`config.mk`:
```
export PLATFORM = sky130hd
export DESIGN_NAME = hpf_stream_ctrl
export DESIGN_NICKNAME = d
export VERILOG_FILES = /design/src/rtl/hpf_pkg.sv /design/src/rtl/hpf_stream_ctrl_fifo.sv /design/src/rtl/hpf_stream_ctrl.sv
export SDC_FILE = /design/constraint.sdc
export NUM_CORES = 1
export LEC_CHECK = 0
export CORE_AREA = 2 2 99 139
export CTS_CLUSTER_DIAMETER = 100
export DETAILED_ROUTE_END_ITERATION = 10
export DIE_AREA = 0 0 101 141
export PLACE_DENSITY = 0.56
export SKIP_LAST_GASP = 1
export SLEW_MARGIN = 40
export SYNTH_ARGS = -nofsm -noshare
export SYNTH_HDL_FRONTEND = slang
export SYNTH_SLANG_ARGS = --single-unit
```
`constraint.sdc`:
```
create_clock -name clk -period 2.2 [get_ports clk]
set_input_delay 0.44 -clock clk [delete_from_list [all_inputs] [get_ports clk]]
set_output_delay 0.44 -clock clk [all_outputs]
set_load 0.01 [all_outputs]
```
`src/rtl/hpf_pkg.sv`:
```
// Shared constants and types for the HPF streaming controller: frame phases,
// sample/result width and nibble width.
package hpf_pkg;

  localparam int MAC_TAPS  = 16;
  localparam int FRAME_LEN = 1 + 2 + MAC_TAPS + 1;
  localparam int PH_W      = $clog2(FRAME_LEN);
  localparam int SAMPLE_W  = 8;
  localparam int NIB_W     = 4;

  typedef logic [PH_W-1:0]     ph_t;
  typedef logic [SAMPLE_W-1:0] sample_t;
  typedef logic [NIB_W-1:0]    nib_t;

  localparam ph_t PH_WAIT = ph_t'(0);
  localparam ph_t PH_LO   = ph_t'(1);
  localparam ph_t PH_HI   = ph_t'(2);
  localparam ph_t PH_MAC0 = ph_t'(3);
  localparam ph_t PH_OUT  = PH_MAC0 + ph_t'(MAC_TAPS);

  function automatic ph_t next_phase(input ph_t ph);
    return (ph == PH_OUT) ? PH_WAIT : ph + ph_t'(1);
  endfunction

endpackage

```
`src/rtl/hpf_stream_ctrl_fifo.sv`:
```
// Synchronous FIFO with registered occupancy count; reads zero when empty so
// the head output has a defined value straight out of reset.
module sync_fifo #(
  parameter int WIDTH = 8,
  parameter int DEPTH = 4
) (
  input  logic             clk,
  input  logic             reset,
  input  logic             push,
  input  logic [WIDTH-1:0] push_data,
  input  logic             pop,
  output logic [WIDTH-1:0] pop_data,
  output logic             full,
  output logic             empty
);

  localparam int AW = $clog2(DEPTH);

  logic [WIDTH-1:0] mem [DEPTH];
  logic [AW-1:0]    wr_ptr, rd_ptr;
  logic [AW:0]      count;

  assign full     = (count == (AW+1)'(DEPTH));
  assign empty    = (count == '0);
  assign pop_data = empty ? '0 : mem[rd_ptr];

  // NOTE: non-blocking assignments for all state so every register samples
  // pre-edge values regardless of process ordering.
  always_ff @(posedge clk or posedge reset) begin
    if (reset) begin
      wr_ptr <= '0;
      rd_ptr <= '0;
      count  <= '0;
    end else begin
      if (push) wr_ptr <= wr_ptr + AW'(1);
      if (pop)  rd_ptr <= rd_ptr + AW'(1);
      case ({push, pop})
        2'b10:   count <= count + (AW+1)'(1);
        2'b01:   count <= count - (AW+1)'(1);
        default: count <= count;
      endcase
    end
  end

  // NOTE: storage is deliberately not reset; emptiness is tracked by count,
  // and a resettable array would cost a reset net per bit for nothing.
  always_ff @(posedge clk) begin
    if (push) mem[wr_ptr] <= push_data;
  end

endmodule

```
`src/rtl/hpf_stream_ctrl.sv`:
```
// Front/back-end for the free-running 16-tap nibble-serial HPF engine: mirrors
// its 20-cycle frame, feeds sample nibbles and buffers results.
module hpf_stream_ctrl
  import hpf_pkg::*;
#(
  parameter int IN_DEPTH  = 4,
  parameter int OUT_DEPTH = 4,
  parameter int CNT_W     = 8
) (
  input  logic             clk,
  input  logic             reset,
  input  logic             in_valid,
  input  logic [7:0]       in_data,
  output logic             in_ready,
  output logic [3:0]       x_half,
  input  logic             z_valid,
  input  logic [7:0]       z,
  output logic             out_valid,
  output logic [7:0]       out_data,
  input  logic             out_ready,
  output logic             locked,
  output logic             underrun,
  output logic             overflow,
  output logic             sync_err,
  output logic [CNT_W-1:0] underrun_cnt,
  output logic [CNT_W-1:0] drop_cnt
);

  localparam logic [CNT_W-1:0] CNT_MAX = '1;

  ph_t     ph, ph_d;
  sample_t hold, in_head, fetch_data;
  nib_t    x_half_d;
  logic    in_full, in_empty, in_push, in_pop;
  logic    out_full, out_empty, out_push, out_pop;
  logic    fetch, starve, aligned, misaligned;

  assign in_ready   = !in_full;
  assign in_push    = in_valid && !in_full;
  assign fetch      = (ph == PH_WAIT);
  assign starve     = fetch && in_empty;
  assign in_pop     = fetch && !in_empty;
  assign fetch_data = in_empty ? '0 : in_head;

  assign aligned    = z_valid && (ph == PH_OUT);
  assign misaligned = z_valid && (ph != PH_OUT);

  assign out_valid  = !out_empty;
  assign out_pop    = out_valid && out_ready;
  assign out_push   = z_valid && (!out_full || out_pop);

  sync_fifo #(.WIDTH(SAMPLE_W), .DEPTH(IN_DEPTH)) u_in_fifo (
    .clk(clk), .reset(reset),
    .push(in_push), .push_data(in_data),
    .pop(in_pop), .pop_data(in_head),
    .full(in_full), .empty(in_empty)
  );

  sync_fifo #(.WIDTH(SAMPLE_W), .DEPTH(OUT_DEPTH)) u_out_fifo (
    .clk(clk), .reset(reset),
    .push(out_push), .push_data(z),
    .pop(out_pop), .pop_data(out_data),
    .full(out_full), .empty(out_empty)
  );

  // x_half is loaded one edge ahead so it is stable for the engine's capture
  // cycle; the low nibble comes from the sample being fetched at that edge.
  // NOTE: defaults first in always_comb so no path leaves a signal unassigned
  // and no latch is inferred.
  always_comb begin
    ph_d     = misaligned ? PH_WAIT : next_phase(ph);
    x_half_d = '0;
    if (ph_d == PH_LO)      x_half_d = fetch_data[NIB_W-1:0];
    else if (ph_d == PH_HI) x_half_d = hold[SAMPLE_W-1:NIB_W];
  end

  always_ff @(posedge clk or posedge reset) begin
    if (reset) begin
      ph           <= PH_OUT;
      hold         <= '0;
      x_half       <= '0;
      locked       <= 1'b0;
      underrun     <= 1'b0;
      overflow     <= 1'b0;
      sync_err     <= 1'b0;
      underrun_cnt <= '0;
      drop_cnt     <= '0;
    end else begin
      ph       <= ph_d;
      x_half   <= x_half_d;
      underrun <= starve;
      overflow <= z_valid && !out_push;
      sync_err <= misaligned;
      if (fetch) hold <= fetch_data;
      if (aligned)         locked <= 1'b1;
      else if (misaligned) locked <= 1'b0;
      if (starve && underrun_cnt != CNT_MAX)
        underrun_cnt <= underrun_cnt + CNT_W'(1);
      if (z_valid && !out_push && drop_cnt != CNT_MAX)
        drop_cnt <= drop_cnt + CNT_W'(1);
    end
  end

endmodule
```
# Word-level counts from Yosys, hierarchy flattened

Memory sizes are Yosys's and may differ from the RTL's.
Index checks and enable logic that the tools add are counted.

$mul: 0
Reduce and logical (&&, ||, !) cells: 22
Shift operators: 0
$add $sub $neg: 11
Mux-type cells: 14
$lt $le $gt $ge: 0
Div/mod/pow operators: 0
Bitwise logic cells: 0
Eq/ne operators: 12

Operators by type and width:

| cell                                                                  | number |
|---|---|
| 8-bit by 1-bit adder with 8-bit output, second input constant         | 2 |
| 8-bit two-way mux                                                     | 2 |
| 8-bit inequality test, second input constant                          | 2 |
| 3-bit one-hot mux with 2 select lines                                 | 2 |
| 1-bit logical AND                                                     | 10 |
| 5-bit two-way mux                                                     | 2 |
| 2-bit by 1-bit adder with 2-bit output, second input constant         | 4 |
| 4-bit two-way mux                                                     | 2 |
| 3-bit by 1-bit adder with 3-bit output, second input constant         | 2 |
| 3-bit equality test, second input constant                            | 2 |
| 3-bit zero test                                                       | 2 |
| 1-bit two-way mux                                                     | 6 |
| 2-bit nonzero test                                                    | 3 |
| 3-bit by 1-bit subtractor with 3-bit output, second input constant    | 2 |
| 5-bit by 1-bit adder with 5-bit output, second input constant         | 1 |
| 5-bit by 1-bit equality test with 1-bit output, second input constant | 1 |
| 5-bit by 2-bit equality test with 1-bit output, second input constant | 1 |
| 5-bit equality test, second input constant                            | 1 |
| 1-bit zero test                                                       | 5 |
| 5-bit zero test                                                       | 1 |
| 5-bit inequality test, second input constant                          | 1 |
| 2-bit by 1-bit equality test with 1-bit output, second input constant | 2 |
| 2-bit equality test, second input constant                            | 2 |
| 1-bit logical OR                                                      | 1 |

ROM bits: 0
Bits in latches: 0
Output and inout bits: 34
Bits in registers: 51
Memories: 2
Memory bits (writable): 64
Input bits: 21

Memories:

| memory         | depth | width | read ports | clocked after memory_dff | wr ports | line                       | RTL |
|---|---|---|---|---|---|---|---|
| u_in_fifo.mem  | 4     | 8     | 1          | 0                        | 1        | hpf_stream_ctrl_fifo.sv:19 | `logic [WIDTH-1:0] mem [DEPTH];` |
| u_out_fifo.mem | 4     | 8     | 1          | 0                        | 1        | hpf_stream_ctrl_fifo.sv:19 |  |

# Depth between registers and ports, before layout

Depth in word-level cells: 8
Mapped depth: 11
Mapped depth without buffers: 10

# Modules after synthesis

Synthesis repeated with hierarchy kept, for this count alone.

Cell total of the unflattened synthesis: 315
Area, all modules: 4765.8 µm²

By module, submodules not included:

| module          | sequential area each (µm²) | times used | area each (µm²) | cells an instance |
|---|---|---|---|---|
| sync_fifo       | 1136.1                     | 2          | 1611.5          | 87 |
| hpf_stream_ctrl | 829.5                      | 1          | 1542.7          | 141 |

# Worst setup path before layout

OpenSTA, ideal clock, no wires.

Path kind: reg2reg
Start point: register ph[0]
End point: register u_in_fifo.count[2]
Arrival time: 2283 ps
Required time: 2121 ps
Cell stages (with the launch flop): 12
Setup slack: -162 ps
Buffers on the path: 1
Cells stage by stage: dfstp_2 inv_1 ha_1 or4b_4 buf_6 nor2_8 ha_1 inv_1 fa_1 xor2_1 nor2_1 xor2_1

Longest elaborated chain between the ends: 4

Ends and longest elaborated chain:

| element                                                                                      | line                       | RTL |
|---|---|---|
| start, declared                                                                              | hpf_stream_ctrl.sv:31      | `ph_t ph, ph_d;` |
| start signal, assigned                                                                       | hpf_stream_ctrl.sv:89      | `ph <= ph_d;` |
| 5-bit zero test *                                                                            | hpf_stream_ctrl.sv:40      | `assign fetch = (ph == PH_WAIT);` |
| 1-bit logical AND *                                                                          | hpf_stream_ctrl.sv:42      | `assign in_pop = fetch && !in_empty;` |
| named net in_pop                                                                             | hpf_stream_ctrl.sv:34      | `logic in_full, in_empty, in_push, in_pop;` |
| 2-bit by 1-bit equality test with 1-bit output / 2-bit equality test (equally long branches) | hpf_stream_ctrl_fifo.sv:37 | `case ({push, pop})` |
| 3-bit one-hot mux with 2 select lines / 2-bit nonzero test (equally long branches)           | -                          |  |
| end signal, assigned                                                                         | hpf_stream_ctrl_fifo.sv:38 | `2'b10: count <= count + (AW+1)'(1);` |
| end signal, assigned                                                                         | hpf_stream_ctrl_fifo.sv:39 | `2'b01: count <= count - (AW+1)'(1);` |
| end signal, assigned                                                                         | hpf_stream_ctrl_fifo.sv:40 | `default: count <= count;` |
| end, declared                                                                                | hpf_stream_ctrl_fifo.sv:21 | `logic [AW:0] count;` |

Mark *: on every way through the listed nets, which the timed path passes. The rest lies on a longest branch.
A chain may end at the register's enable or synchronous reset.

# Worst setup path in the final report

Ends and elaborated chain as after synthesis.

==> metrics.txt <==
outcome complete, no violations; delay contributed by the slowest stage of the critical path about 0.5 ns; Power Dens Cells between 1000 and 1500 nW/um^2; drc violations 0; Netlist Area Pre-Place 4806 sq um; area of all placed cells without fillers 5991 sq um; die outline area 14240 sq um; TritonCTS clock tree done; Register-to-Register Path Depth 10; overflow left after global routing 0; Mean Syn Cell Area 15.65 sq um; summed negative setup slack over all endpoints 0 ns; kind of start point of the critical path flop; portion of the clock cycle consumed by the worst path in the final layout 0.9957; most common flop cell mapped by yosys sky130_fd_sc_hd__edfxtp_1; post-synthesis cell type with the largest combined area sky130_fd_sc_hd__edfxtp_1; mux contribution to synthesized area 0.08618; Post-synth EDFFs 64; count of buffers inserted at the top-level ports 54; overall die width a little over 100 microns; number of H-tree levels 3; worst-case clock buffer depth 2; max capacitance violation total 0; adder and majority gate portion of the synthesized area 0.04478; number of filler cells placed in the layout 1186; Die Y 141 microns; Tmin final 2.191 ns; clk sinks 111; share of the yosys chip area belonging to registers 0.6454; kind of end point of the critical path flop; cell at the slowest stage of the critical path sky130_fd_sc_hd__or4b_4; simple logic cell fraction of the synthesized area 0.09945; DRT Wirelength 8692 microns; clock skew after layout 0.009548 ns; number of flip-flops and latches in the synthesized netlist 111; count of routing violations after the opening detailed-route iteration 120; pin slew with the least headroom to its limit about 0.5 ns; critical path cell sequence inv_2 > ha_4 > or4b_4 > nor2_8 > ha_4 > inv_2 > fa_2 > xor2_1 > nor2_1 > xor2_1; overall global routing resource usage 0.1344; Net count, final ~420; number of pins exceeding their max-slew limit in the final report 0; cell row count 50; Yosys top cell area share 0.3999; DP Area roughly 5700 sq um; tightest hold margin 0.4302 ns; global-route wire length before repair 14470 microns; min-delay worst type input port to async pin; number of buffers added by the clock tree synthesis step 9; count of mapped cells out of synthesis 307; Area growth, synth to finish 24.66%; arrival time at the worst endpoint between 2 and 2.5 ns; dominant combinational cell family by area after synthesis simple AND/OR/NAND/NOR gates; clock edge transition at the registers on the reported setup and hold paths 0.08 ns; cell at the root of the clock tree sky130_fd_sc_hd__clkbuf_16; effective utilization at floorplan 0.3658; Pre-Repair DR Iteration Count 4; Clock Latency Late Sink 0.35 ns; antenna violations before repair 0; total of endpoints with negative setup slack in the final report 0; fraction of synthesis flops using an asynchronous set or reset pin 0.4234; required time of the critical path 2.48 ns; total via count in the routed design 2668; count of final hold-check violations 0; parity-gate share of the synthesized area counting xor and xnor cells 0.05259; maximum number of pins on one net before global-route repair 22; Floorplan Core Area roughly 13000 sq um; unrepaired setup endpoints after global routing yes; maximum resistive drop on vdd 0.0005195 V; critical path start-end classification flop to flop; most instantiated cells after synthesis sky130_fd_sc_hd__edfxtp_1 (64), sky130_fd_sc_hd__dfrtp_1 (44), sky130_fd_sc_hd__inv_1 (20); top-count cell post-synth sky130_fd_sc_hd__edfxtp_1; per-cell via count in the routed design 4.895; I/O pins 55; leakage power figure 2.340 nW; diode count 0; last weighted congestion value of the routability-driven placer 0.7172; via count of the first global-routing pass 2800; layout cells sized above 1 0.2237; synthesized-area fraction occupied by ao, oa, aoi and oai cells 0.04035; core occupancy in the finished layout 0.4560; DR WL/cell 15.95 microns; largest fanout on the critical path 2; hold-fix buffers at CTS 0; Max Fclk 456.5 MHz; worst relative slew slack 0.6704; warning count from the yosys run 0; distinct cell type count of the synthesized netlist 49; top post-synthesis cells by area sky130_fd_sc_hd__edfxtp_1 (40%), sky130_fd_sc_hd__dfrtp_1 (23%), sky130_fd_sc_hd__mux4_2 (7.5%), sky130_fd_sc_hd__ha_1 (3.6%), sky130_fd_sc_hd__xor2_1 (2.6%); Post-Syn Nets 344; HPWL reported at the end of detailed placement roughly 6300 microns; Antenna Violating Nets Remaining 0
==> area by class of cell <==
type | instances | area [sq um] | share of cell area
clock buffer | 9 | 225.2 | 0.03759
clock inverter | 7 | 90.09 | 0.01504
inverter | 20 | 75.07 | 0.01253
multi-input combinational | 164 | 1595 | 0.2663
sequential | 111 | 3102 | 0.5178
tap | 156 | 195.2 | 0.03258
timing repair buffer | 78 | 708.2 | 0.1182
==> power by group <==
part	total (mW)	internal, mW	switching (mW)
clock	1.69	0.907	0.779
sequential	3.10	2.73	0.363
combinational	2.25	1.23	1.01
==> routing by layer <==
| layer | vias to the layer above | global-route usage | part of all wire |
|---|---|---|---|
| li1 | 1276 | - | - |
| met1 | 1339 | 0.1559 | 0.41 |
| met2 | 42 | 0.2372 | 0.54 |
| met3 | 11 | 0.02876 | 0.028 |
| met4 | 0 | 0.05690 | 0.018 |
| met5 | - | 0 | 0 |
==> state kept, by name, summed over array words and instances (netlist names) <==
register           count
x_half                 4
underrun_cnt           8
u_in_fifo.mem         32
sync_err               1
ph                     5
u_out_fifo.wr_ptr      2
u_in_fifo.rd_ptr       2
u_in_fifo.wr_ptr       2
locked                 1
u_out_fifo.count       3
overflow               1
drop_cnt               8
underrun               1
u_out_fifo.mem        32
u_out_fifo.rd_ptr      2
hold                   4
u_in_fifo.count        3
==> critical path, delay by kind of cell (launching register included) <==
kind,cells,cell delay (ns)
xor gates and xnor gates,2,0.29
adders and majority gates,3,0.59
buffers and inverters,2,0.10
DFF,1,0.38
and+or+nand+nor,3,0.76
==> timing repair <==
item                                    in CTS  in global routing
resized for setup                           33                  2
setup buffers                                1                  2
endpoints found under the hold margin        0                  0
cloned                                       0                  0
pin swaps                                    3                  5
endpoints found under the setup margin      10                  3
==> worst paths after layout <==
path	startpoint	endpoint	slack, ns
max	ph[0]	u_in_fifo.count[2]	0.009
min	reset	drop_cnt[7]	0.43
max reg2reg	ph[0]	u_in_fifo.count[2]	0.009
min reg2reg	hold[5]	hold[5]	0.51
max in group asynchronous	reset	ph[0]	1.23
min in group clk	hold[5]	hold[5]	0.51
==> cells in the final DEF (no fill, tap or decap), types with 9 or more instances in the layout <==
master and n:
sky130_fd_sc_hd__inv_1 16, sky130_fd_sc_hd__mux4_2 16, sky130_fd_sc_hd__edfxtp_1 64, sky130_fd_sc_hd__nor2_1 11, sky130_fd_sc_hd__clkbuf_16 9, sky130_fd_sc_hd__buf_4 22
sky130_fd_sc_hd__dfrtp_1 44, sky130_fd_sc_hd__ha_1 12, sky130_fd_sc_hd__xor2_1 14, sky130_fd_sc_hd__nand3_1 10, sky130_fd_sc_hd__xnor2_1 13, sky130_fd_sc_hd__clkdlybuf4s50_1 45
sky130_fd_sc_hd__and2_1 19
==> per-stage QoR <==
step | total power, mW | worst slack, ns | instances
finish | 7.031 | 0.009355 | 545
global route | 7.489 | -0.05384 | 545
detailed placement | 5.522 | -0.1988 | 526
floorplan | 4.551 | -0.1084 | 307
CTS | 7.140 | 0.002371 | 543
global placement | 5.461 | -0.1416 | 526
==> cells by family after synthesis <==
| group | after synthesis |
|---|---|
| and+or+nand+nor | 76 |
| buffers and inverters | 32 |
| adders and majority gates | 16 |
| muxes | 21 |
| AOI/OAI and AO/OA | 23 |
| DFF | 111 |
| xor gates and xnor gates | 28 |
(Power assumes the default switching activity.)
